==> config.mk <==
export PLATFORM = sky130hd
export DESIGN_NAME = axi_mul_engine_flat
export DESIGN_NICKNAME = d
export VERILOG_FILES = /design/src/rtl/axi_mul_engine_if.sv /design/src/rtl/axi_mul_engine.sv /design/src/flat_wrapper.sv
export SDC_FILE = /design/constraint.sdc
export NUM_CORES = 1
export LEC_CHECK = 0
export ABC_AREA = 1
export BUFFER_PORTS_ARGS = -buffer_cell sky130_fd_sc_hd__buf_2
export CAP_MARGIN = 20
export CELL_PAD_IN_SITES_DETAIL_PLACEMENT = 0
export CELL_PAD_IN_SITES_GLOBAL_PLACEMENT = 1
export CORE_UTILIZATION = 40
export DETAILED_ROUTE_END_ITERATION = 10
export GPL_TIMING_DRIVEN = 1
export PLACE_DENSITY_LB_ADDON = 0.1
export SETUP_SLACK_MARGIN = 0.4
export SLEW_MARGIN = 0
export SYNTH_ARGS = -nofsm -noshare
export SYNTH_HDL_FRONTEND = slang
export SYNTH_SLANG_ARGS = --single-unit
==> constraint.sdc <==
create_clock -name PCLK -period 6.6 [get_ports PCLK]
set_input_delay 1.32 -clock PCLK [delete_from_list [all_inputs] [get_ports PCLK]]
set_output_delay 1.32 -clock PCLK [all_outputs]
set_load 0.03 [all_outputs]
==> src/rtl/axi_mul_engine_if.sv <==
// axi_mul_engine_if: AXI-lite style read/write channels between the multiply engine and the memory fabric
interface axi_mul_engine_if #(
  parameter int DW = 16,
  parameter int AW = 32
);
  logic [AW-1:0]   m_araddr;
  logic            m_arvalid;
  logic            s_arready;
  logic [DW-1:0]   s_rdata;
  logic [1:0]      s_rresp;
  logic            s_rvalid;
  logic            m_rready;
  logic [AW-1:0]   m_awaddr;
  logic            m_awvalid;
  logic            s_awready;
  logic [2*DW-1:0] m_wdata;
  logic            m_wvalid;
  logic            s_wready;
  logic [1:0]      s_bresp;
  logic            s_bvalid;
  logic            m_bready;
  modport master (
    output m_araddr, m_arvalid, m_rready, m_awaddr, m_awvalid, m_wdata, m_wvalid, m_bready,
    input  s_arready, s_rdata, s_rresp, s_rvalid, s_awready, s_wready, s_bresp, s_bvalid
  );
  modport slave (
    input  m_araddr, m_arvalid, m_rready, m_awaddr, m_awvalid, m_wdata, m_wvalid, m_bready,
    output s_arready, s_rdata, s_rresp, s_rvalid, s_awready, s_wready, s_bresp, s_bvalid
  );
endinterface

==> src/rtl/axi_mul_engine.sv <==
// axi_mul_engine: bus master that reads operand pairs, multiplies them and writes each product or their sum
module axi_mul_engine #(
  parameter int DW        = 16,
  parameter int AW        = 32,
  parameter int CNT_W     = 8,
  parameter int ADDR_STEP = 4
) (
  input  logic                PCLK,
  input  logic                PRESET,
  input  logic                start,
  input  logic                mode,
  input  logic [CNT_W-1:0]    count,
  input  logic [AW-1:0]       raddr1,
  input  logic [AW-1:0]       raddr2,
  input  logic [AW-1:0]       waddr,
  axi_mul_engine_if.master    bus,
  output logic                busy,
  output logic                done,
  output logic                err,
  output logic                ovf,
  output logic [CNT_W-1:0]    op_index
);
  localparam logic [AW-1:0] step = AW'(ADDR_STEP);
  typedef enum logic [3:0] {IDLE, AR1, R1, AR2, R2, MUL, WR, B, DONE} state_t;
  state_t          state;
  logic            mode_q;
  logic [CNT_W-1:0] cnt_q;
  logic [AW-1:0]   pa, pb, pw;
  logic [DW-1:0]   a_q, b_q;
  logic [2*DW-1:0] acc, prod;
  logic [2*DW:0]   sum;
  logic            last;
  assign prod = {{DW{1'b0}}, a_q} * {{DW{1'b0}}, b_q};
  assign sum  = {1'b0, acc} + {1'b0, prod};
  assign last = op_index == cnt_q - 1'b1;
  always_ff @(posedge PCLK or negedge PRESET) begin
    if (!PRESET) begin
      state         <= IDLE;
      mode_q        <= 1'b0;
      cnt_q         <= '0;
      pa            <= '0;
      pb            <= '0;
      pw            <= '0;
      a_q           <= '0;
      b_q           <= '0;
      acc           <= '0;
      busy          <= 1'b0;
      done          <= 1'b0;
      err           <= 1'b0;
      ovf           <= 1'b0;
      op_index      <= '0;
      bus.m_araddr  <= '0;
      bus.m_arvalid <= 1'b0;
      bus.m_rready  <= 1'b0;
      bus.m_awaddr  <= '0;
      bus.m_awvalid <= 1'b0;
      bus.m_wdata   <= '0;
      bus.m_wvalid  <= 1'b0;
      bus.m_bready  <= 1'b0;
    end else begin
      done <= 1'b0;
      case (state)
        IDLE: if (start) begin
          mode_q   <= mode;
          cnt_q    <= count;
          pa       <= raddr1;
          pb       <= raddr2;
          pw       <= waddr;
          err      <= 1'b0;
          ovf      <= 1'b0;
          acc      <= '0;
          op_index <= '0;
          if (count == '0) begin
            done  <= 1'b1;
            state <= DONE;
          end else begin
            busy          <= 1'b1;
            bus.m_arvalid <= 1'b1;
            bus.m_araddr  <= raddr1;
            state         <= AR1;
          end
        end
        AR1: if (bus.s_arready) begin
          bus.m_arvalid <= 1'b0;
          bus.m_rready  <= 1'b1;
          state         <= R1;
        end
        R1: if (bus.s_rvalid) begin
          bus.m_rready <= 1'b0;
          if (bus.s_rresp != 2'd0) begin
            err   <= 1'b1;
            busy  <= 1'b0;
            done  <= 1'b1;
            state <= DONE;
          end else begin
            a_q           <= bus.s_rdata;
            bus.m_arvalid <= 1'b1;
            bus.m_araddr  <= pb;
            state         <= AR2;
          end
        end
        AR2: if (bus.s_arready) begin
          bus.m_arvalid <= 1'b0;
          bus.m_rready  <= 1'b1;
          state         <= R2;
        end
        R2: if (bus.s_rvalid) begin
          bus.m_rready <= 1'b0;
          if (bus.s_rresp != 2'd0) begin
            err   <= 1'b1;
            busy  <= 1'b0;
            done  <= 1'b1;
            state <= DONE;
          end else begin
            b_q   <= bus.s_rdata;
            state <= MUL;
          end
        end
        MUL: if (!mode_q) begin
          bus.m_awvalid <= 1'b1;
          bus.m_wvalid  <= 1'b1;
          bus.m_awaddr  <= pw;
          bus.m_wdata   <= prod;
          state         <= WR;
        end else begin
          acc <= sum[2*DW-1:0];
          ovf <= ovf | sum[2*DW];
          if (last) begin
            bus.m_awvalid <= 1'b1;
            bus.m_wvalid  <= 1'b1;
            bus.m_awaddr  <= pw;
            bus.m_wdata   <= sum[2*DW-1:0];
            state         <= WR;
          end else begin
            op_index      <= op_index + 1'b1;
            pa            <= pa + step;
            pb            <= pb + step;
            bus.m_arvalid <= 1'b1;
            bus.m_araddr  <= pa + step;
            state         <= AR1;
          end
        end
        WR: begin
          if (bus.s_awready) bus.m_awvalid <= 1'b0;
          if (bus.s_wready) bus.m_wvalid <= 1'b0;
          // each channel may have been accepted in an earlier cycle or in this one
          if ((!bus.m_awvalid || bus.s_awready) && (!bus.m_wvalid || bus.s_wready)) begin
            bus.m_bready <= 1'b1;
            state        <= B;
          end
        end
        B: if (bus.s_bvalid) begin
          bus.m_bready <= 1'b0;
          if (bus.s_bresp != 2'd0) begin
            err   <= 1'b1;
            busy  <= 1'b0;
            done  <= 1'b1;
            state <= DONE;
          end else if (mode_q || last) begin
            op_index <= op_index + 1'b1;
            busy     <= 1'b0;
            done     <= 1'b1;
            state    <= DONE;
          end else begin
            op_index      <= op_index + 1'b1;
            pa            <= pa + step;
            pb            <= pb + step;
            pw            <= pw + step;
            bus.m_arvalid <= 1'b1;
            bus.m_araddr  <= pa + step;
            state         <= AR1;
          end
        end
        DONE: state <= IDLE;
        default: state <= IDLE;
      endcase
    end
  end
endmodule
==> src/flat_wrapper.sv <==
// flat-port wrapper written by rule: the top's interface ports become plain ports
module axi_mul_engine_flat 
#(
  parameter int DW        = 16,
  parameter int AW        = 32,
  parameter int CNT_W     = 8,
  parameter int ADDR_STEP = 4
)
  (PCLK, PRESET, start, mode, count, raddr1, raddr2, waddr, busy, done, err, ovf, op_index, bus_m_araddr, bus_m_arvalid, bus_m_rready, bus_m_awaddr, bus_m_awvalid, bus_m_wdata, bus_m_wvalid, bus_m_bready, bus_s_arready, bus_s_rdata, bus_s_rresp, bus_s_rvalid, bus_s_awready, bus_s_wready, bus_s_bresp, bus_s_bvalid);
  axi_mul_engine_if #(.DW(DW), .AW(AW)) bus_i ();
  input  logic PCLK;
  input  logic PRESET;
  input  logic start;
  input  logic mode;
  input  logic [CNT_W-1:0] count;
  input  logic [AW-1:0] raddr1;
  input  logic [AW-1:0] raddr2;
  input  logic [AW-1:0] waddr;
  output logic busy;
  output logic done;
  output logic err;
  output logic ovf;
  output logic [CNT_W-1:0] op_index;
  output wire logic [$bits(bus_i.m_araddr)-1:0] bus_m_araddr;
  output wire logic [$bits(bus_i.m_arvalid)-1:0] bus_m_arvalid;
  output wire logic [$bits(bus_i.m_rready)-1:0] bus_m_rready;
  output wire logic [$bits(bus_i.m_awaddr)-1:0] bus_m_awaddr;
  output wire logic [$bits(bus_i.m_awvalid)-1:0] bus_m_awvalid;
  output wire logic [$bits(bus_i.m_wdata)-1:0] bus_m_wdata;
  output wire logic [$bits(bus_i.m_wvalid)-1:0] bus_m_wvalid;
  output wire logic [$bits(bus_i.m_bready)-1:0] bus_m_bready;
  input wire logic [$bits(bus_i.s_arready)-1:0] bus_s_arready;
  input wire logic [$bits(bus_i.s_rdata)-1:0] bus_s_rdata;
  input wire logic [$bits(bus_i.s_rresp)-1:0] bus_s_rresp;
  input wire logic [$bits(bus_i.s_rvalid)-1:0] bus_s_rvalid;
  input wire logic [$bits(bus_i.s_awready)-1:0] bus_s_awready;
  input wire logic [$bits(bus_i.s_wready)-1:0] bus_s_wready;
  input wire logic [$bits(bus_i.s_bresp)-1:0] bus_s_bresp;
  input wire logic [$bits(bus_i.s_bvalid)-1:0] bus_s_bvalid;
  assign bus_m_araddr = bus_i.m_araddr;
  assign bus_m_arvalid = bus_i.m_arvalid;
  assign bus_m_rready = bus_i.m_rready;
  assign bus_m_awaddr = bus_i.m_awaddr;
  assign bus_m_awvalid = bus_i.m_awvalid;
  assign bus_m_wdata = bus_i.m_wdata;
  assign bus_m_wvalid = bus_i.m_wvalid;
  assign bus_m_bready = bus_i.m_bready;
  assign bus_i.s_arready = bus_s_arready;
  assign bus_i.s_rdata = bus_s_rdata;
  assign bus_i.s_rresp = bus_s_rresp;
  assign bus_i.s_rvalid = bus_s_rvalid;
  assign bus_i.s_awready = bus_s_awready;
  assign bus_i.s_wready = bus_s_wready;
  assign bus_i.s_bresp = bus_s_bresp;
  assign bus_i.s_bvalid = bus_s_bvalid;
  axi_mul_engine #(.DW(DW), .AW(AW), .CNT_W(CNT_W), .ADDR_STEP(ADDR_STEP)) u_core (.PCLK(PCLK), .PRESET(PRESET), .start(start), .mode(mode), .count(count), .raddr1(raddr1), .raddr2(raddr2), .waddr(waddr), .bus(bus_i), .busy(busy), .done(done), .err(err), .ovf(ovf), .op_index(op_index));
endmodule
==> impl_metrics.py <==
metrics = {
    "clock_network": {
        "cts_hold_repair.buffers": 0,
        "worstSkewPairLatency_ps": 580,
        "clock_tree_from_tritoncts": "done",
        "number_of_buffers_created_by_cts": 37,
        "cts.root.buffer_cell": "sky130_fd_sc_hd__clkbuf_16",
        "clock_sink_count": 286,
        "max-clock-path-buffers": 3,
        "clkTransAtPathRegs_ps": 60,
        "cts_htree_levels": 2,
    },
    "setup_path": {
        "crit_path_max_delay_family": "adder cells",
        "reg2reg_slack_ps": -150,
        "worstSetupStartpoint": "u_core.a_q[8]",
        "r2r_end": "u_core.bus.m_wdata[24]",
        "critPathCaptureType": "register",
        "cp.arrival_ps": 7220,
        "path_max_fanout": 7,
        "worstSetupPathDepth": 30,
        "ff2ff_path_depth": 30,
        "crit_required_ps": 7070,
        "worstReg2RegStart": "u_core.a_q[8]",
        "cp_most_frequent_cell": "sky130_fd_sc_hd__fa_1",
        "path_buf_inv": 7,
        "critical_path.endpoint": "u_core.bus.m_wdata[24]",
        "criticalPathCategory": "reg2reg",
        "startpoint_type": "register",
        "cpMaxStageDelayCell": "sky130_fd_sc_hd__fa_2",
        "timing.critical_path.slowest_cell_delay_ps": 570,
    },
    "status": {
        "failing_checks": "setup timing",
        "status": "finished with violations",
    },
    "min_path": {
        "hold_path_class": "reg2reg",
        "number_of_stages_on_the_worst_hold_path": 2,
    },
    "sta": {
        "maxClockFrequency_mhz": 148,
        "tns_ps": -994,
        "final_hold_violations": 0,
        "finalCritPeriodShare_pct": 102,
        "slew_viols_final": 0,
        "report.final.setup_viol": 18,
        "final_critical_path_setup_slack_ps": -146,
        "min_period_ps": 6750,
        "fin_worst_hold_slack_ps": 467,
        "slew_headroom_pct": 29.1,
        "max_slew.worst_pin.slew_ps": 1060,
        "rsz0062_at_grt": "true",
        "finClkSkew_ps": 38.0,
    },
    "global_route": {
        "grt_start_max_net_pins": 94,
        "first_global_vias": 25800,
        "grt_pass1_wl_um": 144000,
        "antenna_found_initial": 6,
        "gr-total-overflow": 0,
        "grt_usage_pct": 27.0,
    },
    "job": {
        "cap_viol_max_count": 0,
    },
    "logic_synthesis": {
        "synthesis.area_mm2": 0.0270,
        "netlist_instances": 3912,
        "synth.ff_latch_count": 286,
        "synth_async_sr_flop_share_pct": 100,
        "yosys_warnings": 0,
        "post-synth-top-area-fraction_pct": 26.5,
        "synth_cell_types": 49,
        "most_frequent_cell_after_synthesis": "sky130_fd_sc_hd__nand2_1",
        "synth.cells.most_frequent": "1461 x sky130_fd_sc_hd__nand2_1, 611 x sky130_fd_sc_hd__inv_1, 286 x sky130_fd_sc_hd__dfrtp_1",
        "yosysSeqAreaShare_pct": 26.5,
        "synth_ff_type": "sky130_fd_sc_hd__dfrtp_1",
        "leading_area_contributor_after_synthesis": "sky130_fd_sc_hd__dfrtp_1",
        "synth_enable_flop_cells": 0,
        "synthTopCellsByArea": "sky130_fd_sc_hd__dfrtp_1 26%, sky130_fd_sc_hd__nand2_1 20%, sky130_fd_sc_hd__fa_1 14%, sky130_fd_sc_hd__inv_1 8.5%, sky130_fd_sc_hd__ha_1 6.6%",
        "synth_fp_nets": 4382,
        "avgSynthCellArea_um2": 6.91,
    },
    "floorplanning": {
        "dieArea_mm2": 0.0686,
        "die_h_um": 262,
        "initial_core_utilization_pct": 40.8,
        "width_of_the_die_um": 262,
        "boundaryPins": 246,
        "row_count": 94,
        "core_area_mm2": 0.0663,
    },
    "placement": {
        "buffer_ports.inserted": 245,
        "post_dp_cell_area_mm2": 0.0313,
        "detailedPlacementHpwl_um": 70900,
        "place_congestion": 0.892,
    },
    "routing": {
        "detail_route.first_pass.iterations": 5,
        "antenna_left": 0,
        "drc_errors": 0,
        "total_length_of_routed_wires_um": 92300,
        "drtIter0Drc": 1685,
        "vias_per_std_cell": 5.02,
        "post_detailed_route_wirelength_per_cell_um": 17.6,
        "detailroute.via_count": 26400,
    },
    "pwr": {
        "power.leakage_uw": 0.0190,
        "power_density_mw_per_mm2": 557,
        "fin_total_pwr_uw": 19300,
        "worst_ir_drop_vdd_mv": 0.380,
    },
    "layout": {
        "area.growth.synth_to_final_pct": 28.4,
        "drive_above_1_share_pct": 24.2,
        "postLayoutCellArea_mm2": 0.0347,
        "layout.nets": 4837,
        "post-route-util_pct": 52.3,
    },
}
==> state kept, by name, summed over array words and instances, names as in the netlist, 4 cells and up <==
signal,count
u_core.state,4
u_core.bus.m_awaddr,32
u_core.bus.m_araddr,32
u_core.cnt_q,8
u_core.acc,32
u_core.a_q,16
u_core.pb,32
u_core.op_index,8
u_core.pa,32
u_core.pw,32
u_core.b_q,16
u_core.bus.m_wdata,32
==> logic make-up (layout without fill, tap and decap cells) <==
| family | count (synthesis) | in the layout | share of synthesized area, % |
|---|---|---|---|
| AND/OR/NAND/NOR | 2078 | 2078 | 31.5 |
| buffers and inverters | 784 | 1266 | 11.3 |
| AO/OA/AOI/OAI | 341 | 341 | 6.82 |
| adder cells (fa/ha/maj) | 337 | 337 | 21.0 |
| flip-flops | 286 | 286 | 26.5 |
| XOR/XNOR | 68 | 68 | 2.20 |
| multiplexers | 18 | 18 | 0.666 |
| other | 0 | 1 | 0 |
==> worst min-delay path, stage by stage (launching register included) <==
cell and delay (ps):
sky130_fd_sc_hd__dfrtp_1 330, sky130_fd_sc_hd__nand2_1 50, sky130_fd_sc_hd__nand2_1 50
==> cell type report <==
cell class	instances	area, um2
tap	864	1080
sequential	286	7180
timing repair buffer	580	4060
antenna	1	2.50
multi-input combinational	2842	18800
clock buffer	51	1050
inverter	620	2330
clock inverter	15	159
fill	6730	31600
==> cell usage in the layout, fill, tap and decap left out, types with 19 or more instances in the layout <==
| cell | n |
|---|---|
| sky130_fd_sc_hd__nand2_4 | 31 |
| sky130_fd_sc_hd__nor2_1 | 149 |
| sky130_fd_sc_hd__clkbuf_16 | 37 |
| sky130_fd_sc_hd__o21ai_1 | 19 |
| sky130_fd_sc_hd__inv_2 | 56 |
| sky130_fd_sc_hd__o21ai_0 | 176 |
| sky130_fd_sc_hd__a21oi_2 | 36 |
| sky130_fd_sc_hd__dfrtp_1 | 267 |
| sky130_fd_sc_hd__ha_1 | 99 |
| sky130_fd_sc_hd__a21oi_1 | 34 |
| sky130_fd_sc_hd__ha_4 | 42 |
| sky130_fd_sc_hd__fa_1 | 175 |
| sky130_fd_sc_hd__buf_4 | 289 |
| sky130_fd_sc_hd__nand2_2 | 66 |
| sky130_fd_sc_hd__nand3_1 | 214 |
| sky130_fd_sc_hd__dfrtp_2 | 19 |
| sky130_fd_sc_hd__nand3_2 | 25 |
| sky130_fd_sc_hd__nor2_4 | 31 |
| sky130_fd_sc_hd__buf_6 | 31 |
| sky130_fd_sc_hd__fa_2 | 20 |
| sky130_fd_sc_hd__xor2_1 | 46 |
| sky130_fd_sc_hd__nand4_1 | 62 |
| sky130_fd_sc_hd__nand2_1 | 1366 |
| sky130_fd_sc_hd__nor3_1 | 44 |
| sky130_fd_sc_hd__buf_2 | 244 |
| sky130_fd_sc_hd__inv_1 | 561 |
==> worst min-delay path by stage <==
stage / startpoint / to / slack [ps]
floorplan: u_core.pb[0] / u_core.pb[0] / 440
global placement: u_core.bus.m_araddr[29] / u_core.bus.m_araddr[29] / 450
detailed placement: u_core.bus.m_awaddr[22] / u_core.bus.m_awaddr[22] / 450
CTS: u_core.bus.m_araddr[26] / u_core.bus.m_araddr[26] / 470
global route: u_core.bus.m_araddr[19] / u_core.bus.m_araddr[19] / 480
finish: u_core.bus.m_araddr[26] / u_core.bus.m_araddr[26] / 470
==> metal layers <==
layer  track usage (%)  vias up  wire length (um)
met3              3.91      131              4750
met2              41.5      587             41300
met4              7.48       10              2570
met5                 0        -                58
li1                  -    13000                 -
met1              39.2    12600             43600
==> where the power goes <==
part | total [uW] | switching [uW] | internal, uW
Combinational | 14000 | 8130 | 5830
Clock | 2050 | 889 | 1170
Sequential | 3300 | 804 | 2490
Total | 19300 | 9830 | 9490
==> metrics by stage <==
stage	instances	setup WS [ps]
detailed placement	5118	-522
floorplan	3912	363
global route	5258	-392
global placement	5118	-531
CTS	5238	-41.5
finish	5259	-146
==> timing repair <==
action                                  CTS  global route
pin swaps                               106           138
endpoints found under the setup margin   47            48
buffers inserted                         54            20
resized for setup                       267           173
Power figures use the tool's default switching activity.
